===== config.mk =====
export PLATFORM = sky130hd
export DESIGN_NAME = ether_rx_framer_flat
export DESIGN_NICKNAME = d
export VERILOG_FILES = /design/src/rtl/ether_rx_framer_if.sv /design/src/rtl/ether_rx_framer.sv /design/src/flat_wrapper.sv
export SDC_FILE = /design/constraint.sdc
export NUM_CORES = 1
export LEC_CHECK = 0
export ABC_AREA = 1
export BUFFER_PORTS_ARGS = -buffer_cell sky130_fd_sc_hd__buf_2
export CELL_PAD_IN_SITES_DETAIL_PLACEMENT = 2
export CELL_PAD_IN_SITES_GLOBAL_PLACEMENT = 2
export CORE_AREA = 2 2 107 109
export DETAILED_ROUTE_END_ITERATION = 8
export DIE_AREA = 0 0 109 111
export PLACE_DENSITY = 0.82
export SETUP_SLACK_MARGIN = 0.3
export SLEW_MARGIN = 10
export SYNTH_ARGS = -nofsm -noshare
export SYNTH_HDL_FRONTEND = slang
export SYNTH_SLANG_ARGS = --single-unit

===== constraint.sdc =====
create_clock -name clk -period 4.9 [get_ports clk]
set_input_delay 0.245 -clock clk [delete_from_list [all_inputs] [get_ports clk]]
set_output_delay 0.245 -clock clk [all_outputs]
set_load 0.01 [all_outputs]

===== src/rtl/ether_rx_framer_if.sv =====
// Bundle between the RMII receive pins, the framer and the downstream payload
// consumer. The master side is the framer itself. The slave side is the
// environment: the PHY drives crsdv/rxd, and the consumer takes the beat
// stream and the frame status.
//
// Beat handshake: axiov is a pure valid with no ready. A beat (axiod, axiol)
// is transferred on every cycle in which axiov is high. axiov is high for
// exactly one cycle per beat. axiol is only ever high together with axiov.
// frame_done is a one-cycle strobe. frame_len and err_* are meaningful only
// while it is high, and the err_* flags are 0 in every other cycle.
interface ether_rx_framer_if #(
    parameter int OUT_WIDTH = 8
);
    logic                 crsdv;
    logic [1:0]           rxd;
    logic                 axiov;
    logic [OUT_WIDTH-1:0] axiod;
    logic                 axiol;
    logic                 frame_done;
    logic [15:0]          frame_len;
    logic                 err_preamble;
    logic                 err_runt;
    logic                 err_long;
    logic                 err_align;
    logic [2:0]           dbg_state;

    modport master (
        input  crsdv, rxd,
        output axiov, axiod, axiol, frame_done, frame_len,
        output err_preamble, err_runt, err_long, err_align, dbg_state
    );

    modport slave (
        output crsdv, rxd,
        input  axiov, axiod, axiol, frame_done, frame_len,
        input  err_preamble, err_runt, err_long, err_align, dbg_state
    );
endinterface


===== src/rtl/ether_rx_framer.sv =====
// RMII receive framer. It hunts for preamble/SFD, packs payload dibits
// LSB-first into OUT_WIDTH-bit beats, and holds one beat back so that the
// final beat of a frame can carry axiol. It also reports length and error
// status once per frame. dbg_state exposes the FSM state encoding.
module ether_rx_framer #(
    parameter int OUT_WIDTH       = 8,
    parameter int PREAMBLE_MIN    = 8,
    parameter int MIN_FRAME_BYTES = 64,
    parameter int MAX_FRAME_BYTES = 1522
) (
    input  logic              clk,
    input  logic              rst,
    ether_rx_framer_if.master bus
);
    localparam int DPB = OUT_WIDTH / 2;
    localparam int PW  = (PREAMBLE_MIN < 1) ? 1 : $clog2(PREAMBLE_MIN + 1);
    localparam logic [PW-1:0] PCNT_MAX  = PW'(PREAMBLE_MIN);
    localparam logic [1:0]    BEAT_LAST = 2'(DPB - 1);
    localparam logic [15:0]   MAX_LEN   = 16'(MAX_FRAME_BYTES);
    localparam logic [15:0]   MIN_LEN   = 16'(MIN_FRAME_BYTES);

    typedef enum logic [2:0] {
        SYNC     = 3'd0,
        IDLE     = 3'd1,
        PREAMBLE = 3'd2,
        DATA     = 3'd3,
        DROP     = 3'd4
    } state_t;

    state_t               state_q, state_d;
    logic [PW-1:0]        pcnt_q, pcnt_d;
    logic [15:0]          byte_cnt_q, byte_cnt_d;
    logic [1:0]           dcnt_q, dcnt_d;      // dibit position within the current byte
    logic [1:0]           bcnt_q, bcnt_d;      // dibit position within the current beat
    logic [OUT_WIDTH-1:0] shreg_q, shreg_d;
    logic [OUT_WIDTH-1:0] hold_q, hold_d;
    logic                 hold_vld_q, hold_vld_d;
    logic                 axiov_q, axiov_d;
    logic [OUT_WIDTH-1:0] axiod_q, axiod_d;
    logic                 axiol_q, axiol_d;
    logic                 frame_done_q, frame_done_d;
    logic [15:0]          frame_len_q, frame_len_d;
    logic                 err_pre_q, err_pre_d;
    logic                 err_runt_q, err_runt_d;
    logic                 err_long_q, err_long_d;
    logic                 err_align_q, err_align_d;
    logic [OUT_WIDTH-1:0] sh_next;
    logic                 beat_done;
    logic                 byte_done;

    // Next-state and next-output computation for the receive FSM.
    always_comb begin
        state_d      = state_q;
        pcnt_d       = pcnt_q;
        byte_cnt_d   = byte_cnt_q;
        dcnt_d       = dcnt_q;
        bcnt_d       = bcnt_q;
        shreg_d      = shreg_q;
        hold_d       = hold_q;
        hold_vld_d   = hold_vld_q;
        axiov_d      = 1'b0;
        axiod_d      = axiod_q;
        axiol_d      = 1'b0;
        frame_done_d = 1'b0;
        frame_len_d  = frame_len_q;
        err_pre_d    = 1'b0;
        err_runt_d   = 1'b0;
        err_long_d   = 1'b0;
        err_align_d  = 1'b0;
        // New dibits enter at the top, so the earliest one ends up in [1:0].
        sh_next   = (shreg_q >> 2) | (OUT_WIDTH'(bus.rxd) << (OUT_WIDTH - 2));
        beat_done = (bcnt_q == BEAT_LAST);
        byte_done = (dcnt_q == 2'd3);

        case (state_q)
            SYNC: begin
                if (!bus.crsdv) state_d = IDLE;
            end
            IDLE: begin
                if (bus.crsdv) begin
                    if (bus.rxd == 2'b01) begin
                        state_d = PREAMBLE;
                        pcnt_d  = PW'(1);
                    end else if (bus.rxd != 2'b00) begin
                        state_d = DROP;
                    end
                end
            end
            PREAMBLE: begin
                if (!bus.crsdv) begin
                    state_d = IDLE;
                end else if (bus.rxd == 2'b01) begin
                    if (pcnt_q < PCNT_MAX) pcnt_d = pcnt_q + PW'(1);
                end else if (bus.rxd == 2'b11 && pcnt_q >= PCNT_MAX) begin
                    state_d    = DATA;
                    byte_cnt_d = 16'd0;
                    dcnt_d     = 2'd0;
                    bcnt_d     = 2'd0;
                    shreg_d    = '0;
                    hold_vld_d = 1'b0;
                end else begin
                    frame_done_d = 1'b1;
                    err_pre_d    = 1'b1;
                    frame_len_d  = 16'd0;
                    state_d      = DROP;
                end
            end
            DATA: begin
                if (!bus.crsdv) begin
                    // Normal end: flush the held beat and drop any partial beat.
                    if (hold_vld_q) begin
                        axiov_d = 1'b1;
                        axiol_d = 1'b1;
                        axiod_d = hold_q;
                    end
                    hold_vld_d   = 1'b0;
                    frame_done_d = 1'b1;
                    frame_len_d  = byte_cnt_q;
                    err_runt_d   = (byte_cnt_q < MIN_LEN);
                    err_align_d  = (bcnt_q != 2'd0) || (dcnt_q != 2'd0);
                    state_d      = IDLE;
                end else if (byte_done && byte_cnt_q == MAX_LEN) begin
                    // Overflow: the completing byte is discarded with its beat.
                    if (hold_vld_q) begin
                        axiov_d = 1'b1;
                        axiol_d = 1'b1;
                        axiod_d = hold_q;
                    end
                    hold_vld_d   = 1'b0;
                    frame_done_d = 1'b1;
                    frame_len_d  = MAX_LEN;
                    err_long_d   = 1'b1;
                    state_d      = DROP;
                end else begin
                    shreg_d = sh_next;
                    dcnt_d  = dcnt_q + 2'd1;
                    if (byte_done) byte_cnt_d = byte_cnt_q + 16'd1;
                    if (beat_done) begin
                        bcnt_d     = 2'd0;
                        hold_d     = sh_next;
                        hold_vld_d = 1'b1;
                        if (hold_vld_q) begin
                            axiov_d = 1'b1;
                            axiod_d = hold_q;
                        end
                    end else begin
                        bcnt_d = bcnt_q + 2'd1;
                    end
                end
            end
            DROP: begin
                if (!bus.crsdv) state_d = IDLE;
            end
            default: state_d = SYNC;
        endcase
    end

    // Register all state and outputs; reset re-enters SYNC with quiet outputs.
    always_ff @(posedge clk) begin
        if (rst) begin
            state_q      <= SYNC;
            pcnt_q       <= '0;
            byte_cnt_q   <= 16'd0;
            dcnt_q       <= 2'd0;
            bcnt_q       <= 2'd0;
            shreg_q      <= '0;
            hold_q       <= '0;
            hold_vld_q   <= 1'b0;
            axiov_q      <= 1'b0;
            axiod_q      <= '0;
            axiol_q      <= 1'b0;
            frame_done_q <= 1'b0;
            frame_len_q  <= 16'd0;
            err_pre_q    <= 1'b0;
            err_runt_q   <= 1'b0;
            err_long_q   <= 1'b0;
            err_align_q  <= 1'b0;
        end else begin
            state_q      <= state_d;
            pcnt_q       <= pcnt_d;
            byte_cnt_q   <= byte_cnt_d;
            dcnt_q       <= dcnt_d;
            bcnt_q       <= bcnt_d;
            shreg_q      <= shreg_d;
            hold_q       <= hold_d;
            hold_vld_q   <= hold_vld_d;
            axiov_q      <= axiov_d;
            axiod_q      <= axiod_d;
            axiol_q      <= axiol_d;
            frame_done_q <= frame_done_d;
            frame_len_q  <= frame_len_d;
            err_pre_q    <= err_pre_d;
            err_runt_q   <= err_runt_d;
            err_long_q   <= err_long_d;
            err_align_q  <= err_align_d;
        end
    end

    assign bus.axiov        = axiov_q;
    assign bus.axiod        = axiod_q;
    assign bus.axiol        = axiol_q;
    assign bus.frame_done   = frame_done_q;
    assign bus.frame_len    = frame_len_q;
    assign bus.err_preamble = err_pre_q;
    assign bus.err_runt     = err_runt_q;
    assign bus.err_long     = err_long_q;
    assign bus.err_align    = err_align_q;
    assign bus.dbg_state    = state_q;
endmodule


===== src/flat_wrapper.sv =====
// flat-port wrapper written by rule: the top's interface ports become plain ports
module ether_rx_framer_flat 
#(
    parameter int OUT_WIDTH       = 8,
    parameter int PREAMBLE_MIN    = 8,
    parameter int MIN_FRAME_BYTES = 64,
    parameter int MAX_FRAME_BYTES = 1522
)
  (clk, rst, bus_crsdv, bus_rxd, bus_axiov, bus_axiod, bus_axiol, bus_frame_done, bus_frame_len, bus_err_preamble, bus_err_runt, bus_err_long, bus_err_align, bus_dbg_state);
  ether_rx_framer_if #(.OUT_WIDTH(OUT_WIDTH)) bus_i ();
  input  logic clk;
  input  logic rst;
  input wire logic [$bits(bus_i.crsdv)-1:0] bus_crsdv;
  input wire logic [$bits(bus_i.rxd)-1:0] bus_rxd;
  output wire logic [$bits(bus_i.axiov)-1:0] bus_axiov;
  output wire logic [$bits(bus_i.axiod)-1:0] bus_axiod;
  output wire logic [$bits(bus_i.axiol)-1:0] bus_axiol;
  output wire logic [$bits(bus_i.frame_done)-1:0] bus_frame_done;
  output wire logic [$bits(bus_i.frame_len)-1:0] bus_frame_len;
  output wire logic [$bits(bus_i.err_preamble)-1:0] bus_err_preamble;
  output wire logic [$bits(bus_i.err_runt)-1:0] bus_err_runt;
  output wire logic [$bits(bus_i.err_long)-1:0] bus_err_long;
  output wire logic [$bits(bus_i.err_align)-1:0] bus_err_align;
  output wire logic [$bits(bus_i.dbg_state)-1:0] bus_dbg_state;
  assign bus_i.crsdv = bus_crsdv;
  assign bus_i.rxd = bus_rxd;
  assign bus_axiov = bus_i.axiov;
  assign bus_axiod = bus_i.axiod;
  assign bus_axiol = bus_i.axiol;
  assign bus_frame_done = bus_i.frame_done;
  assign bus_frame_len = bus_i.frame_len;
  assign bus_err_preamble = bus_i.err_preamble;
  assign bus_err_runt = bus_i.err_runt;
  assign bus_err_long = bus_i.err_long;
  assign bus_err_align = bus_i.err_align;
  assign bus_dbg_state = bus_i.dbg_state;
  ether_rx_framer #(.OUT_WIDTH(OUT_WIDTH), .PREAMBLE_MIN(PREAMBLE_MIN), .MIN_FRAME_BYTES(MIN_FRAME_BYTES), .MAX_FRAME_BYTES(MAX_FRAME_BYTES)) u_core (.clk(clk), .rst(rst), .bus(bus_i));
endmodule

==> run_results.csv <==
group,metric,value,unit
placement,place.port_buffers,38,
logic_synthesis,ys_ff_latch,73,
pwr,switching_share,28.1,%
routing,drt_wl_total,11.7,mm
pwr,seq_power_share,40.2,%
timing,worst_slew_pin_slew,941,ps
pwr,clkPwrFrac,46.9,%
pwr,leakage,1.82,nW
logic_synthesis,synth_cell_types,32,
global_routing,grt_max_degree,36,
setup_path,critPathKind,"flip-flop to flip-flop",
clocking,h-tree-depth,3,
setup_path,path_delay_family,"simple AND/OR/NAND/NOR gates",
run,maxCapViolCount,0,
setup_path,crit_buf_inv,4,
setup_path,crit_chain,"inv_2 > nor2_4 > nand2_4 > clkinv_2 > o21ai_1 > inv_1 > nand2_2 > nand2_1 > inv_1 > nor2_1",
routing,drt-initial-drc-count,118,
global_routing,grt_pass1_wl,19.5,mm
layout,multi_input_area,1870,um2
timing,slew_viol_final,0,
layout,fillers,1337,
setup_path,slowest_stage,"dfxtp_1",
logic_synthesis,syn_avg_cell_area,6.81,um2
setup_path,crit_top_cell,"inv_1",
logic_synthesis,synth_top_area_share,39.2,%
clocking,clkTransAtPathRegs,60,ps
pwr,comb_power_share,12.9,%
floorplan,ios,39,
logic_synthesis,synthFlopType,"dfxtp_1",
logic_synthesis,syn-cell-area,3730,um2
setup_path,worstPathRequired,5180,ps
floorplan,die_w,109,um
clocking,cts_resized,0,
logic_synthesis,ys_warn_count,0,
timing,fmax,0.465,GHz
logic_synthesis,syn-num-nets,561,
timing,fin_tns_setup,0,ps
clocking,cts_root_buf,"clkbuf_16",
pwr,power_density,365,nW/um2
timing,hold_viol_final,0,
hold_path,worstHoldPathType,"input pin to flip-flop",
routing,dr.pass1.iters,4,
pwr,ir_worst_vdd,0.172,mV
placement,dp.final_hpwl,8.38,mm
status,status,"completed",
clocking,cts_setup_buffers,0,
layout,fin_area,4300,um2
clocking,cts_tree,"built",
clocking,clockBufferDepth,2,
layout,layout.nets,590,
placement,place_area,3970,um2
routing,wl_per_cell,16.1,um
global_routing,grt_pass1_vias,3809,
routing,post-route-drc-count,0,
layout,syn2layout_area_growth,15.2,%
timing,layout_min_cycle_time,2150,ps
placement,place_congestion,0.829,
timing,finClkSkew,7.23,ps
timing,worst_hold_slack,278,ps
pwr,p_int,1.13,mW
logic_synthesis,synth_cells,548,
floorplan,die_y,111,um
timing,rsz0062_at_grt,"no",
floorplan,die_area,12100,um2
layout,n_antenna_cell,0,
floorplan,rows,39,
logic_synthesis,yosysTopAreaCell,"dfxtp_1",
floorplan,core-area,11100,um2
timing,setup-violations-final,0,
global_routing,gr-total-overflow,0,
clocking,clk_latency,340,ps
layout,ff_latch_area,1460,um2
logic_synthesis,ys_seq_area_share,39.2,%
logic_synthesis,synth_area_leaders,"dfxtp_1, nand2_1, nor2_1",
layout,drive_above_1_share,14.1,%
clocking,cts_hold_buf,0,
routing,via_per_inst,4.98,
setup_path,worstSetupStartpointType,"flip-flop",
clocking,numClockSinks,73,
logic_synthesis,synth-edff-count,0,
global_routing,antenna_found_initial,0,
setup_path,worst_ep_arrival_time,2430,ps
setup_path,max_stage_delay,410,ps
timing,slew_headroom,36.9,%
timing,final.period_utilization,43.9,%
global_routing,grt_use_total,20.7,%
setup_path,cp_max_fo,18,
logic_synthesis,async_flop_share,0,%
routing,ant_nets,0,
setup_path,crit_path_end_kind,"flip-flop",
clocking,numCtsBuffers,9,
floorplan,initial_utilization,33.7,%
routing,num_vias,3609,
pwr,power.switching,441,uW
[registers in the layout (all words and copies together) (netlist names)]
name and count:
u_core.bus.frame_len 16, u_core.byte_cnt_q 16, u_core.bus.axiod 8, u_core.hold_q 8, u_core.shreg_q 6, u_core.pcnt_q 4, u_core.bus.dbg_state 3, u_core.bcnt_q 2
u_core.dcnt_q 2, u_core.bus.axiol 1, u_core.bus.axiov 1, u_core.bus.err_align 1, u_core.bus.err_long 1, u_core.bus.err_preamble 1, u_core.bus.err_runt 1, u_core.bus.frame_done 1
u_core.hold_vld_q 1
[path summary, 6_finish.rpt]
check | slack, ps | endpoint | from | depth (start not counted)
worst max register to register | 2750 | u_core.dcnt_q[1] | u_core.bus.dbg_state[1] | 10
worst min-delay path | 280 | u_core.hold_q[7] | bus_rxd[1] | 3
worst min register to register | 470 | u_core.bus.frame_len[4] | u_core.bus.frame_len[4] | 2
worst max-delay path | 2750 | u_core.dcnt_q[1] | u_core.bus.dbg_state[1] | 10
[cells by family after synthesis]
group / share of synthesized area [%]
simple gates: 36.8
buf+inv: 10.8
compound gates: 9.15
flops: 39.2
fa+ha+maj: 2.68
xor+xnor: 1.41
[through the flow]
stage                     worst slack (ps)  instances  power, mW  utilization, %
after floorplan                       3360        548      0.792               -
after global placement                2580        709      0.831            35.8
after detailed placement              2490        709      0.844            35.8
after CTS                             2710        725       1.59            38.8
after global routing                  2510        725       1.64            38.8
final                                 2750        725       1.57            38.8
[tightest hold or removal path, delay by kind of cell]
family	cells	cell delay, ps
buf+inv	1	140
compound gates	2	210
[synthesized netlist by cell type, types with 2 or more instances]
master and number:
a21oi_1 41, buf_4 3, buf_6 6, clkbuf_1 10, dfxtp_1 73, ha_1 8
inv_1 65, inv_2 5, nand2_1 134, nand2_2 4, nand2_4 5, nand3_1 48
nand3_4 2, nand4_1 12, nor2_1 83, nor2_2 3, nor2_4 6, nor4_1 3
o21ai_0 19, o21ai_1 2, xnor2_1 2, xor2_1 4
[metal layers]
metal  vias up  part of all wire [%]  GRT usage (%)
met5         -                     0              0
met4         0                   1.8           7.01
met3        16                   2.8           3.88
met2        46                    52           36.4
met1      1765                    43           24.8
li1       1782                     -              -
[layout make-up]
class / count / area share, %
Sequential cell: 73 / 34.0
Clock inverter: 6 / 2.10
Inverter: 72 / 6.32
Clock buffer: 10 / 5.56
Tap cell: 143 / 4.16
Timing Repair Buffer: 38 / 4.43
Multi-Input combinational cell: 383 / 43.4
[power by group through the flow]
stage,clock network (mW),logic (mW),registers (mW)
after floorplan,0,0.151,0.641
after global placement,0,0.190,0.641
after detailed placement,0,0.201,0.643
after CTS,0.753,0.208,0.630
after global routing,0.773,0.232,0.631
final,0.735,0.202,0.629
[cells in the final DEF, fill, tap and decap left out, types with 5 or more instances in the layout]
master / instances
nand2_4: 5
a21oi_1: 41
nand4_1: 12
buf_2: 38
inv_2: 5
inv_1: 65
o21ai_0: 19
nor2_4: 6
ha_1: 8
nand2_1: 134
nand3_1: 48
dfxtp_1: 73
nor2_1: 83
clkbuf_16: 9
No activity file was read; power rests on OpenSTA's default activity.
